[src/rtl/mem_pkg.sv]
// Shared memory-request encodings: operation codes, queue select and response metadata layout.
package mem_pkg;

  typedef enum logic [2:0] {
    OP_READ  = 3'd0,
    OP_WRITE = 3'd1,
    OP_FLUSH = 3'd2,
    OP_RFO   = 3'd3
  } op_e;

  typedef enum logic {
    Q_DATA  = 1'b0,
    Q_INSTR = 1'b1
  } qsel_e;

  // Everything a response carries except the cache line itself.
  typedef struct packed {
    logic [31:0] addr;
    logic [2:0]  op;
    logic        is_flush;
    logic        alloc;
    logic [1:0]  src;
    logic [1:0]  dest;
  } meta_t;

  localparam int META_W = $bits(meta_t);

  // Instruction fetches go to the instr queue; writes always need the data path.
  function automatic qsel_e select_queue(input logic is_instr, input logic [2:0] op);
    return (is_instr && (op != OP_WRITE)) ? Q_INSTR : Q_DATA;
  endfunction

endpackage

[src/rtl/mem_req_port_if.sv]
// Bundle of cache-side handshakes, memory queue ports and response ports of mem_req_port.
interface mem_req_port_if #(
  parameter int CL_SIZE = 128
);
  logic               req_valid;
  logic               req_ready;
  logic [31:0]        req_addr;
  logic [CL_SIZE-1:0] req_data;
  logic [2:0]         req_op;
  logic               req_is_instr;
  logic               req_is_flush;
  logic [1:0]         req_src;
  logic [1:0]         req_dest;

  logic [31:0]        addr_out_mem_data_q;
  logic [CL_SIZE-1:0] data_out_mem_data_q;
  logic [2:0]         operation_out_mem_data_q;
  logic               is_flush_out_mem_data_q;
  logic               alloc_out_mem_data_q;
  logic [1:0]         src_out_mem_data_q;
  logic [1:0]         dest_out_mem_data_q;
  logic               full_in_mem_data_q;

  logic [31:0]        addr_out_mem_instr_q;
  logic [2:0]         operation_out_mem_instr_q;
  logic               is_flush_out_mem_instr_q;
  logic               alloc_out_mem_instr_q;
  logic [1:0]         src_out_mem_instr_q;
  logic [1:0]         dest_out_mem_instr_q;
  logic               full_in_mem_instr_q;

  logic [31:0]        addr_in_resp;
  logic [CL_SIZE-1:0] data_in_resp;
  logic [2:0]         operation_in_resp;
  logic               is_flush_in_resp;
  logic               alloc_in_resp;
  logic [1:0]         src_in_resp;
  logic [1:0]         dest_in_resp;
  logic               full_out_resp;

  logic               resp_valid;
  logic [31:0]        resp_addr;
  logic [CL_SIZE-1:0] resp_data;
  logic [2:0]         resp_op;
  logic [1:0]         resp_src;
  logic [1:0]         resp_dest;
  logic               resp_ready;
  logic               err_unexpected_resp;

  modport slave (
    input  req_valid, req_addr, req_data, req_op, req_is_instr, req_is_flush, req_src, req_dest,
    output req_ready,
    output addr_out_mem_data_q, data_out_mem_data_q, operation_out_mem_data_q,
           is_flush_out_mem_data_q, alloc_out_mem_data_q, src_out_mem_data_q, dest_out_mem_data_q,
    input  full_in_mem_data_q,
    output addr_out_mem_instr_q, operation_out_mem_instr_q, is_flush_out_mem_instr_q,
           alloc_out_mem_instr_q, src_out_mem_instr_q, dest_out_mem_instr_q,
    input  full_in_mem_instr_q,
    input  addr_in_resp, data_in_resp, operation_in_resp, is_flush_in_resp, alloc_in_resp,
           src_in_resp, dest_in_resp,
    output full_out_resp,
    output resp_valid, resp_addr, resp_data, resp_op, resp_src, resp_dest, err_unexpected_resp,
    input  resp_ready
  );

  modport master (
    output req_valid, req_addr, req_data, req_op, req_is_instr, req_is_flush, req_src, req_dest,
    input  req_ready,
    input  addr_out_mem_data_q, data_out_mem_data_q, operation_out_mem_data_q,
           is_flush_out_mem_data_q, alloc_out_mem_data_q, src_out_mem_data_q, dest_out_mem_data_q,
    output full_in_mem_data_q,
    input  addr_out_mem_instr_q, operation_out_mem_instr_q, is_flush_out_mem_instr_q,
           alloc_out_mem_instr_q, src_out_mem_instr_q, dest_out_mem_instr_q,
    output full_in_mem_instr_q,
    output addr_in_resp, data_in_resp, operation_in_resp, is_flush_in_resp, alloc_in_resp,
           src_in_resp, dest_in_resp,
    input  full_out_resp,
    input  resp_valid, resp_addr, resp_data, resp_op, resp_src, resp_dest, err_unexpected_resp,
    output resp_ready
  );
endinterface

[src/rtl/mem_req_port_resp_fifo.sv]
// Two-entry response FIFO.
// Latency: a pushed entry is visible at the head the cycle after the push.
// Backpressure: full is registered; pushes while full are ignored, head holds until out_rdy.
module resp_fifo #(
  parameter int W = 169
) (
  input  logic         clk,
  input  logic         rst,
  input  logic         in_vld,
  input  logic [W-1:0] in_dat,
  output logic         full,
  output logic         out_vld,
  input  logic         out_rdy,
  output logic [W-1:0] out_dat
);
  logic [W-1:0] mem [2];
  logic         wr_ptr;
  logic         rd_ptr;
  logic [1:0]   cnt;
  logic [1:0]   cnt_n;
  logic         push;
  logic         pop;

  assign push    = in_vld && !full;
  assign out_vld = (cnt != 2'd0);
  assign pop     = out_rdy && out_vld;
  assign out_dat = mem[rd_ptr];

  always_comb begin
    cnt_n = cnt;
    if (push && !pop)
      cnt_n = cnt + 2'd1;
    else if (pop && !push)
      cnt_n = cnt - 2'd1;
  end

  always_ff @(posedge clk or posedge rst) begin
    if (rst) begin
      mem[0] <= '0;
      mem[1] <= '0;
      wr_ptr <= 1'b0;
      rd_ptr <= 1'b0;
      cnt    <= 2'd0;
      full   <= 1'b0;
    end else begin
      if (push) begin
        mem[wr_ptr] <= in_dat;
        wr_ptr      <= ~wr_ptr;
      end
      if (pop)
        rd_ptr <= ~rd_ptr;
      cnt  <= cnt_n;
      full <= (cnt_n == 2'd2);
    end
  end
endmodule

[src/rtl/mem_req_port.sv]
// Cache-to-memory request port: routes requests to instr/data queues, tracks outstanding, buffers responses.
// Latency: queue alloc pulses 2 cycles after the request handshake; responses appear 1 cycle after capture.
// Backpressure: holds in SEND while the target queue is full; req_ready drops at MAX_OUT outstanding.
module mem_req_port
  import mem_pkg::*;
#(
  parameter int CL_SIZE = 128,
  parameter int MAX_OUT = 4
) (
  input logic           clk,
  input logic           rst,
  mem_req_port_if.slave bus
);
  localparam int CW = $clog2(MAX_OUT + 1);
  localparam int RW = CL_SIZE + META_W;

  typedef enum logic {IDLE, SEND} state_e;

  state_e             state;
  logic [CW-1:0]      outstanding;
  logic [31:0]        cur_addr;
  logic [CL_SIZE-1:0] cur_data;
  logic [2:0]         cur_op;
  logic               cur_is_flush;
  logic [1:0]         cur_src;
  logic [1:0]         cur_dest;
  qsel_e              cur_q;

  logic               target_full;
  logic               issue;
  logic               capture;
  logic               resp_full;
  meta_t              in_meta;
  logic [RW-1:0]      head;
  meta_t              head_meta;
  logic               unused_resp_bits;

  assign bus.req_ready = (state == IDLE) && (outstanding < CW'(MAX_OUT));
  assign target_full   = (cur_q == Q_INSTR) ? bus.full_in_mem_instr_q : bus.full_in_mem_data_q;
  assign issue         = (state == SEND) && !target_full;
  // A response with nothing outstanding is never enqueued, so the counter cannot underflow.
  assign capture       = bus.alloc_in_resp && !resp_full && (outstanding != '0);

  always_ff @(posedge clk or posedge rst) begin
    if (rst) begin
      state                         <= IDLE;
      outstanding                   <= '0;
      cur_addr                      <= '0;
      cur_data                      <= '0;
      cur_op                        <= '0;
      cur_is_flush                  <= 1'b0;
      cur_src                       <= '0;
      cur_dest                      <= '0;
      cur_q                         <= Q_DATA;
      bus.addr_out_mem_data_q       <= '0;
      bus.data_out_mem_data_q       <= '0;
      bus.operation_out_mem_data_q  <= '0;
      bus.is_flush_out_mem_data_q   <= 1'b0;
      bus.alloc_out_mem_data_q      <= 1'b0;
      bus.src_out_mem_data_q        <= '0;
      bus.dest_out_mem_data_q       <= '0;
      bus.addr_out_mem_instr_q      <= '0;
      bus.operation_out_mem_instr_q <= '0;
      bus.is_flush_out_mem_instr_q  <= 1'b0;
      bus.alloc_out_mem_instr_q     <= 1'b0;
      bus.src_out_mem_instr_q       <= '0;
      bus.dest_out_mem_instr_q      <= '0;
      bus.err_unexpected_resp       <= 1'b0;
    end else begin
      bus.alloc_out_mem_data_q  <= 1'b0;
      bus.alloc_out_mem_instr_q <= 1'b0;

      if (issue && !capture)
        outstanding <= outstanding + CW'(1);
      else if (capture && !issue)
        outstanding <= outstanding - CW'(1);

      if (bus.alloc_in_resp && !resp_full && (outstanding == '0))
        bus.err_unexpected_resp <= 1'b1;

      case (state)
        IDLE: begin
          if (bus.req_valid && bus.req_ready) begin
            cur_addr     <= bus.req_addr;
            cur_data     <= bus.req_data;
            cur_op       <= bus.req_op;
            cur_is_flush <= bus.req_is_flush;
            cur_src      <= bus.req_src;
            cur_dest     <= bus.req_dest;
            cur_q        <= select_queue(bus.req_is_instr, bus.req_op);
            state        <= SEND;
          end
        end
        SEND: begin
          if (!target_full) begin
            if (cur_q == Q_INSTR) begin
              bus.addr_out_mem_instr_q      <= cur_addr;
              bus.operation_out_mem_instr_q <= cur_op;
              bus.is_flush_out_mem_instr_q  <= cur_is_flush;
              bus.src_out_mem_instr_q       <= cur_src;
              bus.dest_out_mem_instr_q      <= cur_dest;
              bus.alloc_out_mem_instr_q     <= 1'b1;
            end else begin
              bus.addr_out_mem_data_q       <= cur_addr;
              bus.data_out_mem_data_q       <= cur_data;
              bus.operation_out_mem_data_q  <= cur_op;
              bus.is_flush_out_mem_data_q   <= cur_is_flush;
              bus.src_out_mem_data_q        <= cur_src;
              bus.dest_out_mem_data_q       <= cur_dest;
              bus.alloc_out_mem_data_q      <= 1'b1;
            end
            state <= IDLE;
          end
        end
        default: state <= IDLE;
      endcase
    end
  end

  assign in_meta = {bus.addr_in_resp, bus.operation_in_resp, bus.is_flush_in_resp,
                    bus.alloc_in_resp, bus.src_in_resp, bus.dest_in_resp};

  resp_fifo #(.W(RW)) u_resp_fifo (
    .clk     (clk),
    .rst     (rst),
    .in_vld  (capture),
    .in_dat  ({in_meta, bus.data_in_resp}),
    .full    (resp_full),
    .out_vld (bus.resp_valid),
    .out_rdy (bus.resp_ready),
    .out_dat (head)
  );

  assign head_meta         = head[RW-1:CL_SIZE];
  assign bus.full_out_resp = resp_full;
  assign bus.resp_addr     = head_meta.addr;
  assign bus.resp_op       = head_meta.op;
  assign bus.resp_src      = head_meta.src;
  assign bus.resp_dest     = head_meta.dest;
  assign bus.resp_data     = head[CL_SIZE-1:0];
  assign unused_resp_bits  = head_meta.is_flush ^ head_meta.alloc;
endmodule

[src/flat_wrapper.sv]
// flat-port wrapper written by rule: the top's interface ports become plain ports
module mem_req_port_flat import mem_pkg::*;
#(
  parameter int CL_SIZE = 128,
  parameter int MAX_OUT = 4
)
  (clk, rst, bus_req_valid, bus_req_addr, bus_req_data, bus_req_op, bus_req_is_instr, bus_req_is_flush, bus_req_src, bus_req_dest, bus_req_ready, bus_addr_out_mem_data_q, bus_data_out_mem_data_q, bus_operation_out_mem_data_q, bus_is_flush_out_mem_data_q, bus_alloc_out_mem_data_q, bus_src_out_mem_data_q, bus_dest_out_mem_data_q, bus_full_in_mem_data_q, bus_addr_out_mem_instr_q, bus_operation_out_mem_instr_q, bus_is_flush_out_mem_instr_q, bus_alloc_out_mem_instr_q, bus_src_out_mem_instr_q, bus_dest_out_mem_instr_q, bus_full_in_mem_instr_q, bus_addr_in_resp, bus_data_in_resp, bus_operation_in_resp, bus_is_flush_in_resp, bus_alloc_in_resp, bus_src_in_resp, bus_dest_in_resp, bus_full_out_resp, bus_resp_valid, bus_resp_addr, bus_resp_data, bus_resp_op, bus_resp_src, bus_resp_dest, bus_err_unexpected_resp, bus_resp_ready);
  mem_req_port_if #(.CL_SIZE(CL_SIZE)) bus_i ();
  input logic clk;
  input logic rst;
  input wire logic [$bits(bus_i.req_valid)-1:0] bus_req_valid;
  input wire logic [$bits(bus_i.req_addr)-1:0] bus_req_addr;
  input wire logic [$bits(bus_i.req_data)-1:0] bus_req_data;
  input wire logic [$bits(bus_i.req_op)-1:0] bus_req_op;
  input wire logic [$bits(bus_i.req_is_instr)-1:0] bus_req_is_instr;
  input wire logic [$bits(bus_i.req_is_flush)-1:0] bus_req_is_flush;
  input wire logic [$bits(bus_i.req_src)-1:0] bus_req_src;
  input wire logic [$bits(bus_i.req_dest)-1:0] bus_req_dest;
  output wire logic [$bits(bus_i.req_ready)-1:0] bus_req_ready;
  output wire logic [$bits(bus_i.addr_out_mem_data_q)-1:0] bus_addr_out_mem_data_q;
  output wire logic [$bits(bus_i.data_out_mem_data_q)-1:0] bus_data_out_mem_data_q;
  output wire logic [$bits(bus_i.operation_out_mem_data_q)-1:0] bus_operation_out_mem_data_q;
  output wire logic [$bits(bus_i.is_flush_out_mem_data_q)-1:0] bus_is_flush_out_mem_data_q;
  output wire logic [$bits(bus_i.alloc_out_mem_data_q)-1:0] bus_alloc_out_mem_data_q;
  output wire logic [$bits(bus_i.src_out_mem_data_q)-1:0] bus_src_out_mem_data_q;
  output wire logic [$bits(bus_i.dest_out_mem_data_q)-1:0] bus_dest_out_mem_data_q;
  input wire logic [$bits(bus_i.full_in_mem_data_q)-1:0] bus_full_in_mem_data_q;
  output wire logic [$bits(bus_i.addr_out_mem_instr_q)-1:0] bus_addr_out_mem_instr_q;
  output wire logic [$bits(bus_i.operation_out_mem_instr_q)-1:0] bus_operation_out_mem_instr_q;
  output wire logic [$bits(bus_i.is_flush_out_mem_instr_q)-1:0] bus_is_flush_out_mem_instr_q;
  output wire logic [$bits(bus_i.alloc_out_mem_instr_q)-1:0] bus_alloc_out_mem_instr_q;
  output wire logic [$bits(bus_i.src_out_mem_instr_q)-1:0] bus_src_out_mem_instr_q;
  output wire logic [$bits(bus_i.dest_out_mem_instr_q)-1:0] bus_dest_out_mem_instr_q;
  input wire logic [$bits(bus_i.full_in_mem_instr_q)-1:0] bus_full_in_mem_instr_q;
  input wire logic [$bits(bus_i.addr_in_resp)-1:0] bus_addr_in_resp;
  input wire logic [$bits(bus_i.data_in_resp)-1:0] bus_data_in_resp;
  input wire logic [$bits(bus_i.operation_in_resp)-1:0] bus_operation_in_resp;
  input wire logic [$bits(bus_i.is_flush_in_resp)-1:0] bus_is_flush_in_resp;
  input wire logic [$bits(bus_i.alloc_in_resp)-1:0] bus_alloc_in_resp;
  input wire logic [$bits(bus_i.src_in_resp)-1:0] bus_src_in_resp;
  input wire logic [$bits(bus_i.dest_in_resp)-1:0] bus_dest_in_resp;
  output wire logic [$bits(bus_i.full_out_resp)-1:0] bus_full_out_resp;
  output wire logic [$bits(bus_i.resp_valid)-1:0] bus_resp_valid;
  output wire logic [$bits(bus_i.resp_addr)-1:0] bus_resp_addr;
  output wire logic [$bits(bus_i.resp_data)-1:0] bus_resp_data;
  output wire logic [$bits(bus_i.resp_op)-1:0] bus_resp_op;
  output wire logic [$bits(bus_i.resp_src)-1:0] bus_resp_src;
  output wire logic [$bits(bus_i.resp_dest)-1:0] bus_resp_dest;
  output wire logic [$bits(bus_i.err_unexpected_resp)-1:0] bus_err_unexpected_resp;
  input wire logic [$bits(bus_i.resp_ready)-1:0] bus_resp_ready;
  assign bus_i.req_valid = bus_req_valid;
  assign bus_i.req_addr = bus_req_addr;
  assign bus_i.req_data = bus_req_data;
  assign bus_i.req_op = bus_req_op;
  assign bus_i.req_is_instr = bus_req_is_instr;
  assign bus_i.req_is_flush = bus_req_is_flush;
  assign bus_i.req_src = bus_req_src;
  assign bus_i.req_dest = bus_req_dest;
  assign bus_req_ready = bus_i.req_ready;
  assign bus_addr_out_mem_data_q = bus_i.addr_out_mem_data_q;
  assign bus_data_out_mem_data_q = bus_i.data_out_mem_data_q;
  assign bus_operation_out_mem_data_q = bus_i.operation_out_mem_data_q;
  assign bus_is_flush_out_mem_data_q = bus_i.is_flush_out_mem_data_q;
  assign bus_alloc_out_mem_data_q = bus_i.alloc_out_mem_data_q;
  assign bus_src_out_mem_data_q = bus_i.src_out_mem_data_q;
  assign bus_dest_out_mem_data_q = bus_i.dest_out_mem_data_q;
  assign bus_i.full_in_mem_data_q = bus_full_in_mem_data_q;
  assign bus_addr_out_mem_instr_q = bus_i.addr_out_mem_instr_q;
  assign bus_operation_out_mem_instr_q = bus_i.operation_out_mem_instr_q;
  assign bus_is_flush_out_mem_instr_q = bus_i.is_flush_out_mem_instr_q;
  assign bus_alloc_out_mem_instr_q = bus_i.alloc_out_mem_instr_q;
  assign bus_src_out_mem_instr_q = bus_i.src_out_mem_instr_q;
  assign bus_dest_out_mem_instr_q = bus_i.dest_out_mem_instr_q;
  assign bus_i.full_in_mem_instr_q = bus_full_in_mem_instr_q;
  assign bus_i.addr_in_resp = bus_addr_in_resp;
  assign bus_i.data_in_resp = bus_data_in_resp;
  assign bus_i.operation_in_resp = bus_operation_in_resp;
  assign bus_i.is_flush_in_resp = bus_is_flush_in_resp;
  assign bus_i.alloc_in_resp = bus_alloc_in_resp;
  assign bus_i.src_in_resp = bus_src_in_resp;
  assign bus_i.dest_in_resp = bus_dest_in_resp;
  assign bus_full_out_resp = bus_i.full_out_resp;
  assign bus_resp_valid = bus_i.resp_valid;
  assign bus_resp_addr = bus_i.resp_addr;
  assign bus_resp_data = bus_i.resp_data;
  assign bus_resp_op = bus_i.resp_op;
  assign bus_resp_src = bus_i.resp_src;
  assign bus_resp_dest = bus_i.resp_dest;
  assign bus_err_unexpected_resp = bus_i.err_unexpected_resp;
  assign bus_i.resp_ready = bus_resp_ready;
  mem_req_port #(.CL_SIZE(CL_SIZE), .MAX_OUT(MAX_OUT)) u_core (.clk(clk), .rst(rst), .bus(bus_i));
endmodule
[config.mk]
export PLATFORM = sky130hd
export DESIGN_NAME = mem_req_port_flat
export DESIGN_NICKNAME = d
export VERILOG_FILES = /design/src/rtl/mem_pkg.sv /design/src/rtl/mem_req_port_if.sv /design/src/rtl/mem_req_port_resp_fifo.sv /design/src/rtl/mem_req_port.sv /design/src/flat_wrapper.sv
export SDC_FILE = /design/constraint.sdc
export NUM_CORES = 1
export LEC_CHECK = 0
export ABC_AREA = 1
export CAP_MARGIN = 20
export CELL_PAD_IN_SITES_DETAIL_PLACEMENT = 0
export CELL_PAD_IN_SITES_GLOBAL_PLACEMENT = 1
export CORE_AREA = 2 2 282 284
export CTS_BUF_LIST = sky130_fd_sc_hd__clkbuf_16
export DETAILED_ROUTE_END_ITERATION = 10
export DIE_AREA = 0 0 284 286
export PLACE_DENSITY = 0.84
export SYNTH_ARGS = -nofsm -noshare
export SYNTH_HDL_FRONTEND = slang
export SYNTH_SLANG_ARGS = --single-unit
[constraint.sdc]
create_clock -name clk -period 44.4 [get_ports clk]
set_input_delay 6.66 -clock clk [delete_from_list [all_inputs] [get_ports clk]]
set_output_delay 6.66 -clock clk [all_outputs]
set_load 0.01 [all_outputs]
After elaboration in Yosys (flattened, before gate mapping)
Cells that the tools add are included.
- eq/ne operators: 2
- multiplexer cells: 21
- bitwise operators: 7
- reduce and logical (&&, ||, !) cells: 27
- add/subtract/negate cells: 4
- magnitude comparators: 4
- operators by type and width (cell ; number):
    $mux 169 ; 4
    $bwmux 338 ; 1
    $demux 169 s1 ; 1
    $logic_and 1x1->1 ; 14
    $mux 1 ; 10
    $logic_not 1->1 ; 6
    $mux 3 ; 2
    $reduce_and 3->1 ; 2
    $not 1->1 ; 5
    $ge 2x2->1 const B ; 2
    $mux 2 ; 2
    $not 1->2 ; 2
    $reduce_bool 2->1 ; 2
    $add 3x1->3 const B ; 1
    $logic_not 3->1 ; 1
    $lt 3x3->1 const B ; 1
    $ne 3x1->1 const B ; 1
    $reduce_bool 3->1 ; 1
    $sub 3x1->3 const B ; 1
    $add 2x1->2 const B ; 1
    $eq 2x2->1 const B ; 1
    $lt 2x1->1 const B ; 1
    $pmux 1 s2 ; 1
    $reduce_and 2->1 ; 1
    $sub 2x1->2 const B ; 1
- input bits: 344
- output and inout port bits: 381
- logic and storage cells: 94
- register bits: 727

Depth between registers and ports, before layout
Gate-level depths: netlist of run 1.
- depth in word-level cells: 9
- mapped depth: 13
- depth with buffers taken out: 11

Hierarchy
From an unflattened synthesis of run 1, not the netlist that was laid out.
- cell total of the unflattened synthesis: 3457
- area, all modules: 30180.2 µm²
- by module, submodules not included (module ; instances ; cells each ; area an instance (µm²) ; sequential area each (µm²)):
    resp_fifo ; 1 ; 1840 ; 15506.1 ; 8583.2
    mem_req_port ; 1 ; 1617 ; 14674.1 ; 9609.2

Worst setup path before layout of run 1
Ideal clock, no wire load.
- kind: input -> register
- start point: input bus_full_in_mem_data_q
- end point: register u_core.outstanding[2]
- slack: 35883 ps
- cell stages on the path: 12
- required time: 44321 ps
- arrival: 8438 ps
- path buffers: 2
- library setup time: 79 ps
- cells stage by stage: nor3_2 -> inv_2 -> clkbuf_1 -> buf_2 -> nand2_1 -> ha_1 -> inv_1 -> fa_1 -> nor2_1 -> nor2_1 -> nand2_1 -> xor2_1
- cells in the longest elaborated chain, start to end: 6
- elaborated cells between the ends (all ways): 8
- classes of those cells: mux: 2; reduce/logical: 6
- RTL lines (what ; RTL line ; RTL):
    from (decl) ; flat_wrapper.sv:27 ; input wire logic [$bits(bus_i.full_in_mem_data_q)-1:0] bus_full_in_mem_data_q;
    $mux 1 * ; mem_req_port.sv:39 ; assign target_full = (cur_q == Q_INSTR) ? bus.full_in_mem_instr_q : bus.full_in_mem_data_q;
    $logic_not 1->1 * ; mem_req_port.sv:40 ; assign issue = (state == SEND) && !target_full;
    $logic_and 1x1->1 * ; mem_req_port.sv:40 ;
    $logic_not 1->1 ; mem_req_port.sv:75 ; else if (capture && !issue)
    $logic_and 1x1->1 ; mem_req_port.sv:75 ;
    $reduce_bool 2->1 (no line) ; - ;
    to (signal assigned) ; mem_req_port.sv:74 ; outstanding <= outstanding + CW'(1);
    to (signal assigned) ; mem_req_port.sv:76 ; outstanding <= outstanding - CW'(1);
    to (decl) ; mem_req_port.sv:20 ; logic [CW-1:0] outstanding;
Every way passes the cells marked *; elsewhere a longest branch is shown, timed or not.
A chain may end at the register's enable or synchronous reset.

==> results of run 1 <==
[metrics by stage]
step / cells / total power [mW] / worst slack, ns
after floorplan: 3261 / 1.74 / 17.46
after global placement: 4869 / 2.31 / 32.81
after detailed placement: 4869 / 2.33 / 32.78
after CTS: 5013 / 2.99 / 33.46
after global routing: 5022 / 3.18 / 32.90
final: 5027 / 2.96 / 33.69
[layout make-up]
cell class | instances | area, µm²
clock inverter | 64 | 558
fill | 7468 | 38800
sequential | 723 | 18100
inverter | 323 | 1240
tap | 1050 | 1310
antenna | 13 | 32.5
clock buffer | 80 | 2000
multi-input combinational | 2025 | 8870
timing repair buffer | 749 | 7450
[cells in the final DEF, fill, tap and decap left out, drive strengths merged]
cell type / instances
clkdlybuf4s50: 723
clkinvlp: 3
buf: 26
a31o: 1
nor3: 3
or2: 1
inv: 341
nand2: 1350
mux2: 1
fa: 1
diode: 13
bufinv: 6
o21ai: 652
clkbuf: 80
ha: 2
xnor2: 1
nor2: 6
clkinv: 37
nand3: 4
xor2: 2
o22ai: 1
dfrtp: 723
[registers in the layout, summed over array words and instances (netlist names), 3 cells and up]
signal / count
u_core.u_resp_fifo.mem: 334
u_core.bus.data_out_mem_data_q: 128
u_core.cur_data: 128
u_core.bus.addr_out_mem_data_q: 32
u_core.bus.addr_out_mem_instr_q: 32
u_core.cur_addr: 32
u_core.bus.operation_out_mem_data_q: 3
u_core.bus.operation_out_mem_instr_q: 3
u_core.cur_op: 3
u_core.outstanding: 3
[worst reg2reg max path, cell delays in order (launching register included)]
cell     delay [ns]
dfrtp_1        0.39
inv_1          0.12
nor3_4         0.04
buf_4          0.27
inv_8          0.43
buf_4          0.82
buf_4          0.94
o21ai_0        0.25
[routing by layer]
layer  GRT usage  share of wire  vias up  wire length, µm
met5           0         0.0012        -               94
met1       0.257           0.41    10726            33700
li1            -              -    11381                -
met3      0.0726          0.097      141             7950
met4      0.0668          0.027       14             2200
met2       0.314           0.46      678            37700
[path summary, 6_finish.rpt]
path                                           startpoint                                  to  slack [ns]  cells past startpoint
min in group asynchronous                             rst  u_core.bus.addr_out_mem_data_q[21]        6.60                      2
worst max register to register               u_core.state  u_core.bus.data_out_mem_data_q[63]       40.97                      7
worst min-delay path                  u_core.cur_data[15]  u_core.bus.data_out_mem_data_q[15]        0.47                      2
max in group clk                u_core.u_resp_fifo.rd_ptr                   bus_resp_data[35]       33.90                      5
worst min register to register        u_core.cur_data[15]  u_core.bus.data_out_mem_data_q[15]        0.47                      2
worst max-delay path                                  rst          u_core.u_resp_fifo.mem[79]       33.69                      6
[logic make-up (layout without fill, tap and decap cells)]
kind of cell,count (synthesis),after routing,synth area share
simple gates,1364,1364,0.177
mux,1,1,0.000386
other cells,0,13,0
buf+inv,513,1216,0.0761
compound gates,654,654,0.124
xor+xnor,3,3,0.000901
fa+ha+maj,3,3,0.00154
flops,723,723,0.620
[report_power, final]
| part | internal (mW) | switching, mW | leakage [nW] |
|---|---|---|---|
| registers | 0.967 | 0.150 | 9.01 |
| logic | 0.549 | 0.648 | 8.93 |
| clock network | 0.367 | 0.279 | 1.30 |
==> flow_metrics.env, run 1 <==
export IMPL_status="finished clean"
export IMPL_netlist_area_mm2=0.0292
export IMPL_cts_root_buf="clkbuf_16"
export IMPL_grt_overflow_total=0
export IMPL_ir_worst_vdd_v=0.0000376
export IMPL_grt_pass1_vias=22279
export IMPL_ctsResizeCount=0
export IMPL_worst_endpoint_arrival_ns=11.31
export IMPL_cts_tree="yes"
export IMPL_avgViaCountPerCell=4.56
export IMPL_ys_ff_latch=723
export IMPL_grt_start_max_net_pins=207
export IMPL_rsz0062_at_grt="false"
export IMPL_clk_latency_ns=0.62
export IMPL_core_area_mm2=0.0784
export IMPL_worst_pin_slew_ns=1.09
export IMPL_crit_chain="clkdlybuf4s50_1 > inv_8 > buf_4 > buf_4 > buf_4 > buf_4"
export IMPL_die_w_um=284
export IMPL_fin_crit_sh=0.241
export IMPL_fin_hold_ws_ns=0.469
export IMPL_yosysTopAreaCell="dfrtp_1"
export IMPL_final_area_mm2=0.0396
export IMPL_synth_commonest_cells="1348 x nand2_1, 723 x dfrtp_1, 486 x o21ai_0"
export IMPL_row_count=103
export IMPL_drt_iter0_drc=1721
export IMPL_post_cts_setup_buffer_count=0
export IMPL_ys_seq_area_frac=0.620
export IMPL_firstDrtPassIters=6
export IMPL_setup_viol=0
export IMPL_fin_nets=4248
export IMPL_slew_viol_final=0
export IMPL_final_core_util=0.505
export IMPL_min_path_type="flip-flop to flip-flop"
export IMPL_cp_top_family="buffers and inverters"
export IMPL_cts_buffer_depth=3
export IMPL_numCtsBuffers=79
export IMPL_place_detailed_hpwl_um=54600
export IMPL_worst_path_max_delay_cell="buf_4"
export IMPL_detail_route_antenna_nets=0
export IMPL_cp_buffers_inverters=6
export IMPL_clk_pin_slew_ns=0.06
export IMPL_drv_cap=0
export IMPL_grt_pass1_wl_um=129000
export IMPL_yosys_warnings=0
export IMPL_synth_flop_cell="dfrtp_1"
export IMPL_post_drt_wl_per_cell_um=16.2
export IMPL_syn_nets=3608
export IMPL_synth_edf_count=0
export IMPL_areaGrowthSynthToFinish_pct=35.7
export IMPL_hold_viol=0
export IMPL_fin_setup_tns_ns=0
export IMPL_synth_area_per_cell_um2=8.94
export IMPL_antenna_found_initial=24
export IMPL_gp_congestion=0.806
export IMPL_cpPeakStageDelay_ns=0.90
export IMPL_yosys_cell_count_top_type="nand2_1"
export IMPL_synthArstFlopShare=1.00
export IMPL_cts_sinks=723
export IMPL_synthCells=3261
export IMPL_crit_path_frequent_cell="buf_4"
export IMPL_drive_gt1_frac=0.0613
export IMPL_placedInstanceArea_mm2=0.0369
export IMPL_slew_headroom=0.271
export IMPL_start_util=0.372
export IMPL_vias=22940
export IMPL_cp_end_kind="asynchronous set/reset pin"
export IMPL_p_per_area_mw_per_mm2=74.8
export IMPL_synth_cell_type_count=28
export IMPL_critPathKind="input port to asynchronous set/reset pin"
export IMPL_leakagePower_nw=19.2
export IMPL_fp_dieH_um=286
export IMPL_synth_top_area_frac=0.620
export IMPL_holdBufCountCts=0
export IMPL_io_pins=725
export IMPL_synthTopCellsByArea="dfrtp_1 62%, nand2_1 17%, o21ai_0 8.3%, inv_1 4.1%, o21ai_2 2.7%"
export IMPL_maxClockFrequency_mhz=93.3
export IMPL_finClkSkew_ns=0.0327
export IMPL_die_area_mm2=0.0812
export IMPL_io_buffers=723
export IMPL_route_detailed_drc=0
export IMPL_period_needed_ns=10.71
export IMPL_crit_fanout=138
export IMPL_required_ns=44.99
export IMPL_wirelength_um=81700
export IMPL_cts_max_level=3
export IMPL_crit_path_start_kind="input port"
export IMPL_grt_total_usage=0.200
Power figures use the tool's default switching activity.
==> run 2: changes to the inputs <==
- CORE_AREA: 2 2 282 284 -> default
- CORE_UTILIZATION: default -> 33
- DIE_AREA: 0 0 284 286 -> default
- PLACE_DENSITY: 0.84 -> 0.79
- clock period: 44.4 -> 9.6 ns (I/O delays scaled with it)
==> run 2 against run 1 <==
  * First-iteration DRC count down 3.6%
  * Critical endpoint is now bus_resp_data[6]
  * Critical path depth unchanged
  * Clock-buffer cell count up 3
  * Combinational power rose to 4.6 times the previous value
  * Register-to-register slack worse by 34 ns
  * Flip-flop and latch count unchanged
  * Clock skew down 0.0019 ns
  * Worst hold slack worse by 0.0091 ns
  * Worst setup slack worse by 30 ns
  * Sequential power rose to 4.6 times the previous value
==> flow_metrics.env, run 2 (synthesis results as in run 1) <==
export IMPL_slew_viol_final=0
export IMPL_cp_buffers_inverters=4
export IMPL_p_per_area_mw_per_mm2=345
export IMPL_crit_fanout=75
export IMPL_post_cts_setup_buffer_count=0
export IMPL_mostFrequentLayoutCells="1348 x nand2_1, 723 x clkdlybuf4s50_1, 722 x dfrtp_1"
export IMPL_avgViaCountPerCell=4.47
export IMPL_clk_pin_slew_ns=0.06
export IMPL_cp_top_family="buffers and inverters"
export IMPL_vias=22924
export IMPL_areaGrowthSynthToFinish_pct=36.2
export IMPL_antenna_found_initial=21
export IMPL_r2r_start="u_core.outstanding[2]"
export IMPL_detail_route_antenna_nets=0
export IMPL_cp_end_kind="output port"
export IMPL_worst_endpoint_arrival_ns=4.11
export IMPL_setup_viol=0
export IMPL_firstDrtPassIters=5
export IMPL_grt_overflow_total=0
export IMPL_die_area_mm2=0.0896
export IMPL_row_count=108
export IMPL_top_register="u_core.u_resp_fifo.mem"
export IMPL_core_area_mm2=0.0872
export IMPL_fp_dieH_um=299
export IMPL_fin_crit_sh=0.578
export IMPL_rsz0062_at_grt="false"
export IMPL_wirelength_um=82800
export IMPL_finClkSkew_ns=0.0307
export IMPL_critPathKind="flip-flop to output port"
export IMPL_required_ns=8.16
export IMPL_start_util=0.335
export IMPL_layout_commonest_cell="nand2_1"
export IMPL_io_pins=725
export IMPL_gp_congestion=0.784
export IMPL_slew_headroom=0.150
export IMPL_hold_viol=0
export IMPL_fillCellCount=8530
export IMPL_route_detailed_drc=0
export IMPL_grt_start_max_net_pins=230
export IMPL_period_needed_ns=5.55
export IMPL_maxClockFrequency_mhz=180
export IMPL_layout_setup_ws_ns=4.05
export IMPL_cts_root_buf="clkbuf_16"
export IMPL_io_buffers=723
export IMPL_final_core_util=0.456
export IMPL_dp_slack_ns=4.62
export IMPL_final_area_mm2=0.0397
export IMPL_startpoint="u_core.u_resp_fifo.rd_ptr"
export IMPL_numCtsBuffers=83
export IMPL_fin_total_pwr_mw=13.7
export IMPL_drv_cap=0
export IMPL_grt_pass1_wl_um=129000
export IMPL_crit_chain="inv_6 > buf_4 > buf_4 > nand2_1 > nand2_1 > clkdlybuf4s50_1"
export IMPL_min_path_type="flip-flop to flip-flop"
export IMPL_worst_path_max_delay_cell="dfrtp_4"
export IMPL_cts_max_level=3
export IMPL_ctsResizeCount=0
export IMPL_ir_worst_vdd_v=0.000266
export IMPL_drive_gt1_frac=0.0590
export IMPL_cts_sinks=723
export IMPL_drt_iter0_drc=1659
export IMPL_leakagePower_nw=19.3
export IMPL_crit_path_start_kind="flip-flop"
export IMPL_hold_path_startpoint="u_core.cur_data[26]"
export IMPL_clk_latency_ns=0.63
export IMPL_holdBufCountCts=0
export IMPL_largest_reg_flops=334
export IMPL_fin_nets=4247
export IMPL_grt_total_usage=0.183
export IMPL_post_drt_wl_per_cell_um=16.1
export IMPL_grt_pass1_vias=22028
export IMPL_status="finished clean"
export IMPL_cpPeakStageDelay_ns=0.76
export IMPL_die_w_um=299
export IMPL_placedInstanceArea_mm2=0.0371
export IMPL_worst_pin_slew_ns=1.28
export IMPL_cts_tree="yes"
export IMPL_cts_buffer_depth=3
export IMPL_reg_largest_list="u_core.u_resp_fifo.mem: 334 flops, u_core.bus.data_out_mem_data_q: 128 flops, u_core.cur_data: 128 flops"
export IMPL_place_detailed_hpwl_um=55100
run 2: cell count changes in the layout (fill, tap and decap cells not counted), moves of 2 or more:
cell,previous run,this run
buf_4,25,16
inv_1,331,337
buf_12,0,5
clkbuf_16,80,83
clkinv_1,18,21
clkinv_2,13,10
diode_2,13,10
clkinv_16,3,1
clkinv_4,2,0
inv_16,1,3
run 2: through the flow:
step           hold slack, ns  setup TNS [ns]  std cells
3_5_place_dp            0.457               0       4970
2_1_floorplan           0.449        -1260.69       3261
4_1_cts                 0.457               0       5119
3_3_place_gp            0.454               0       4970
6_report                0.460               0       5129
5_1_grt                 0.483               0       5126
run 2: tightest hold or removal path, cell delays in order, from the launching register on:
cell	delay (ns)
dfrtp_1	0.34
nand2_1	0.05
nand2_1	0.06
run 2: per-layer routing:
metal | GRT usage | routed length, µm
met5 | 0 | 157
met3 | 0.0866 | 9350
met2 | 0.279 | 37300
met1 | 0.226 | 33700
met4 | 0.0657 | 2330
run 2: cell type report:
| cell class | count | area (µm²) | share of cell area |
|---|---|---|---|
| diodes | 10 | 25.0 | 0.000630 |
| clock buffers | 83 | 2080 | 0.0523 |
| flip-flops and latches | 723 | 18100 | 0.456 |
| inverters | 323 | 1240 | 0.0311 |
| well taps | 1155 | 1450 | 0.0364 |
| multi-input cells | 2025 | 8870 | 0.223 |
| repair buffers | 744 | 7460 | 0.188 |
| clock inverters | 66 | 504 | 0.0127 |
run 2: path summary, 6_finish.rpt:
path	end	slack [ns]	depth (start not counted)
max	bus_resp_data[6]	4.05	6
min	u_core.bus.data_out_mem_data_q[26]	0.46	2
max reg2reg	u_core.cur_data[62]	6.49	6
min reg2reg	u_core.bus.data_out_mem_data_q[26]	0.46	2
max in group asynchronous	u_core.cur_data[56]	6.25	4
min in group asynchronous	u_core.bus.addr_out_mem_data_q[8]	1.23	2
run 2: report_power, final:
group | switching, mW | internal, mW | total [mW] | leakage, nW
sequential | 0.706 | 4.48 | 5.18 | 9.01
clock | 1.30 | 1.72 | 3.02 | 1.34
combinational | 2.98 | 2.54 | 5.52 | 8.92
total | 4.99 | 8.73 | 13.7 | 19.3
==> run 3: changes to the inputs <==
- clock period: 9.6 -> 4.6 ns (I/O delays scaled with it)
==> run 3 against run 2 <==
  * Wire length rose by 0.98%
  * Combinational power is 110% higher
  * Power grew 110%
  * Cell area rose by 0.73%
  * Sequential share of layout area is 0.33 points lower
  * Utilization rose by 0.33 points
  * Critical path type unchanged
  * Highest routed layer unchanged
==> flow_metrics.env, run 3 (synthesis results as in run 1) <==
export IMPL_die_area_mm2=0.0896
export IMPL_finClkSkew_ns=0.0400
export IMPL_grt_start_max_net_pins=219
export IMPL_cts_root_buf="clkbuf_16"
export IMPL_slew_viol_final=0
export IMPL_start_util=0.335
export IMPL_areaGrowthSynthToFinish_pct=37.2
export IMPL_post_cts_setup_buffer_count=0
export IMPL_fin_nets=4267
export IMPL_worst_endpoint_arrival_ns=2.77
export IMPL_layout_commonest_cell="nand2_1"
export IMPL_holdBufCountCts=0
export IMPL_largest_reg_flops=334
export IMPL_drive_gt1_frac=0.0658
export IMPL_gp_congestion=0.805
export IMPL_cts_max_level=3
export IMPL_use_met1=0.230
export IMPL_period_needed_ns=3.46
export IMPL_io_buffers=723
export IMPL_core_area_mm2=0.0872
export IMPL_grt_total_usage=0.186
export IMPL_setup_viol=0
export IMPL_top_register="u_core.u_resp_fifo.mem"
export IMPL_mostFrequentLayoutCells="1348 x nand2_1, 723 x clkdlybuf4s50_1, 722 x dfrtp_1"
export IMPL_route_detailed_drc=0
export IMPL_min_path_type="flip-flop to flip-flop"
export IMPL_globalRouteMet3Util=0.0794
export IMPL_avgViaCountPerCell=4.48
export IMPL_io_pins=725
export IMPL_clk_latency_ns=0.64
export IMPL_use_met2=0.285
export IMPL_fin_hold_ws_ns=0.460
export IMPL_status="finished clean"
export IMPL_post_drt_wl_per_cell_um=16.3
export IMPL_leakagePower_nw=19.4
export IMPL_vias=23029
export IMPL_firstDrtPassIters=8
export IMPL_die_w_um=299
export IMPL_crit_fanout=85
export IMPL_wirelength_um=83600
export IMPL_cts_sinks=723
export IMPL_min_to="u_core.bus.data_out_mem_data_q[4]"
export IMPL_final_area_mm2=0.0400
export IMPL_cts_buffer_depth=3
export IMPL_ir_worst_vdd_v=0.000535
export IMPL_ff2ff_setup_slack_ns=2.12
export IMPL_fin_setup_tns_ns=0
export IMPL_ctsResizeCount=0
export IMPL_worst_pin_slew_ns=1.07
export IMPL_grt_pass1_vias=22361
export IMPL_grt_busiest_layer="met2"
export IMPL_numCtsBuffers=82
export IMPL_r2r_start="u_core.state"
export IMPL_critPathKind="flip-flop to output port"
export IMPL_antenna_found_initial=23
export IMPL_p_per_area_mw_per_mm2=718
export IMPL_reg_largest_list="u_core.u_resp_fifo.mem: 334 flops, u_core.bus.data_out_mem_data_q: 128 flops, u_core.cur_data: 128 flops"
export IMPL_clk_pin_slew_ns=0.06
export IMPL_drt_iter0_drc=1695
export IMPL_drv_cap=0
export IMPL_detail_route_antenna_nets=0
export IMPL_place_detailed_hpwl_um=56700
export IMPL_fp_dieH_um=299
export IMPL_crit_path_start_kind="flip-flop"
export IMPL_required_ns=3.91
export IMPL_slew_headroom=0.289
export IMPL_grt_overflow_total=0
export IMPL_placedInstanceArea_mm2=0.0374
export IMPL_grt_pass1_wl_um=130000
export IMPL_fin_crit_sh=0.752
export IMPL_hold_path_startpoint="u_core.cur_data[4]"
export IMPL_row_count=108
export IMPL_min_delay_path_depth=2
export IMPL_r2r_end="u_core.outstanding[1]"
export IMPL_hold_viol=0
export IMPL_cts_tree="yes"
export IMPL_cp_end_kind="output port"
export IMPL_ff2ff_path_depth=9
export IMPL_rsz0062_at_grt="false"
export IMPL_maxClockFrequency_mhz=289
run 3: layer usage:
layer | part of all wire | up-vias
met5 | 0.0017 | -
met4 | 0.033 | 22
met3 | 0.10 | 168
met2 | 0.45 | 656
met1 | 0.41 | 10763
li1 | - | 11420
run 3: metrics by stage:
| step | setup WS, ns | total power, mW | std cells | utilization |
|---|---|---|---|---|
| 2_1_floorplan | -5.99 | 16.8 | 3261 | - |
| 3_3_place_gp | 1.45 | 22.4 | 4991 | 0.429 |
| 3_5_place_dp | 1.41 | 22.7 | 4991 | 0.429 |
| 4_1_cts | 1.03 | 29.1 | 5136 | 0.459 |
| 5_1_grt | 0.927 | 30.9 | 5143 | 0.459 |
| 6_report | 1.14 | 28.7 | 5145 | 0.459 |
run 3: how the worst max path moves through the flow:
stage | startpoint | slack (ns) | end
5_1_grt | u_core.u_resp_fifo.rd_ptr | 0.93 | bus_resp_data[64]
3_5_place_dp | bus_full_in_mem_instr_q | 1.41 | u_core.outstanding[1]
4_1_cts | u_core.u_resp_fifo.rd_ptr | 1.03 | bus_resp_data[64]
3_3_place_gp | bus_full_in_mem_instr_q | 1.45 | u_core.outstanding[1]
6_report | u_core.u_resp_fifo.rd_ptr | 1.14 | bus_resp_data[64]
2_1_floorplan | rst | -5.99 | u_core.bus.addr_out_mem_data_q[0]
run 3: area by class of cell:
type / instances / area (µm²)
Multi-Input combinational cell: 2025 / 8870
Antenna cell: 9 / 22.5
Clock inverter: 63 / 514
Fill cell: 8489 / 47200
Timing Repair Buffer: 765 / 7760
Clock buffer: 82 / 2050
Tap cell: 1155 / 1450
Inverter: 323 / 1240
Sequential cell: 723 / 18100
run 3: worst max-delay path, stage by stage, from the launching register on:
cell and delay [ns]:
dfrtp_4 0.50, inv_6 0.45, buf_4 0.38, nand2_1 0.08
nand2_1 0.11, clkdlybuf4s50_1 0.55
run 3: where the power goes:
part | total, mW | internal, mW | switching [mW]
logic | 11.7 | 5.38 | 6.36
registers | 10.7 | 9.34 | 1.38
clock network | 6.26 | 3.55 | 2.70
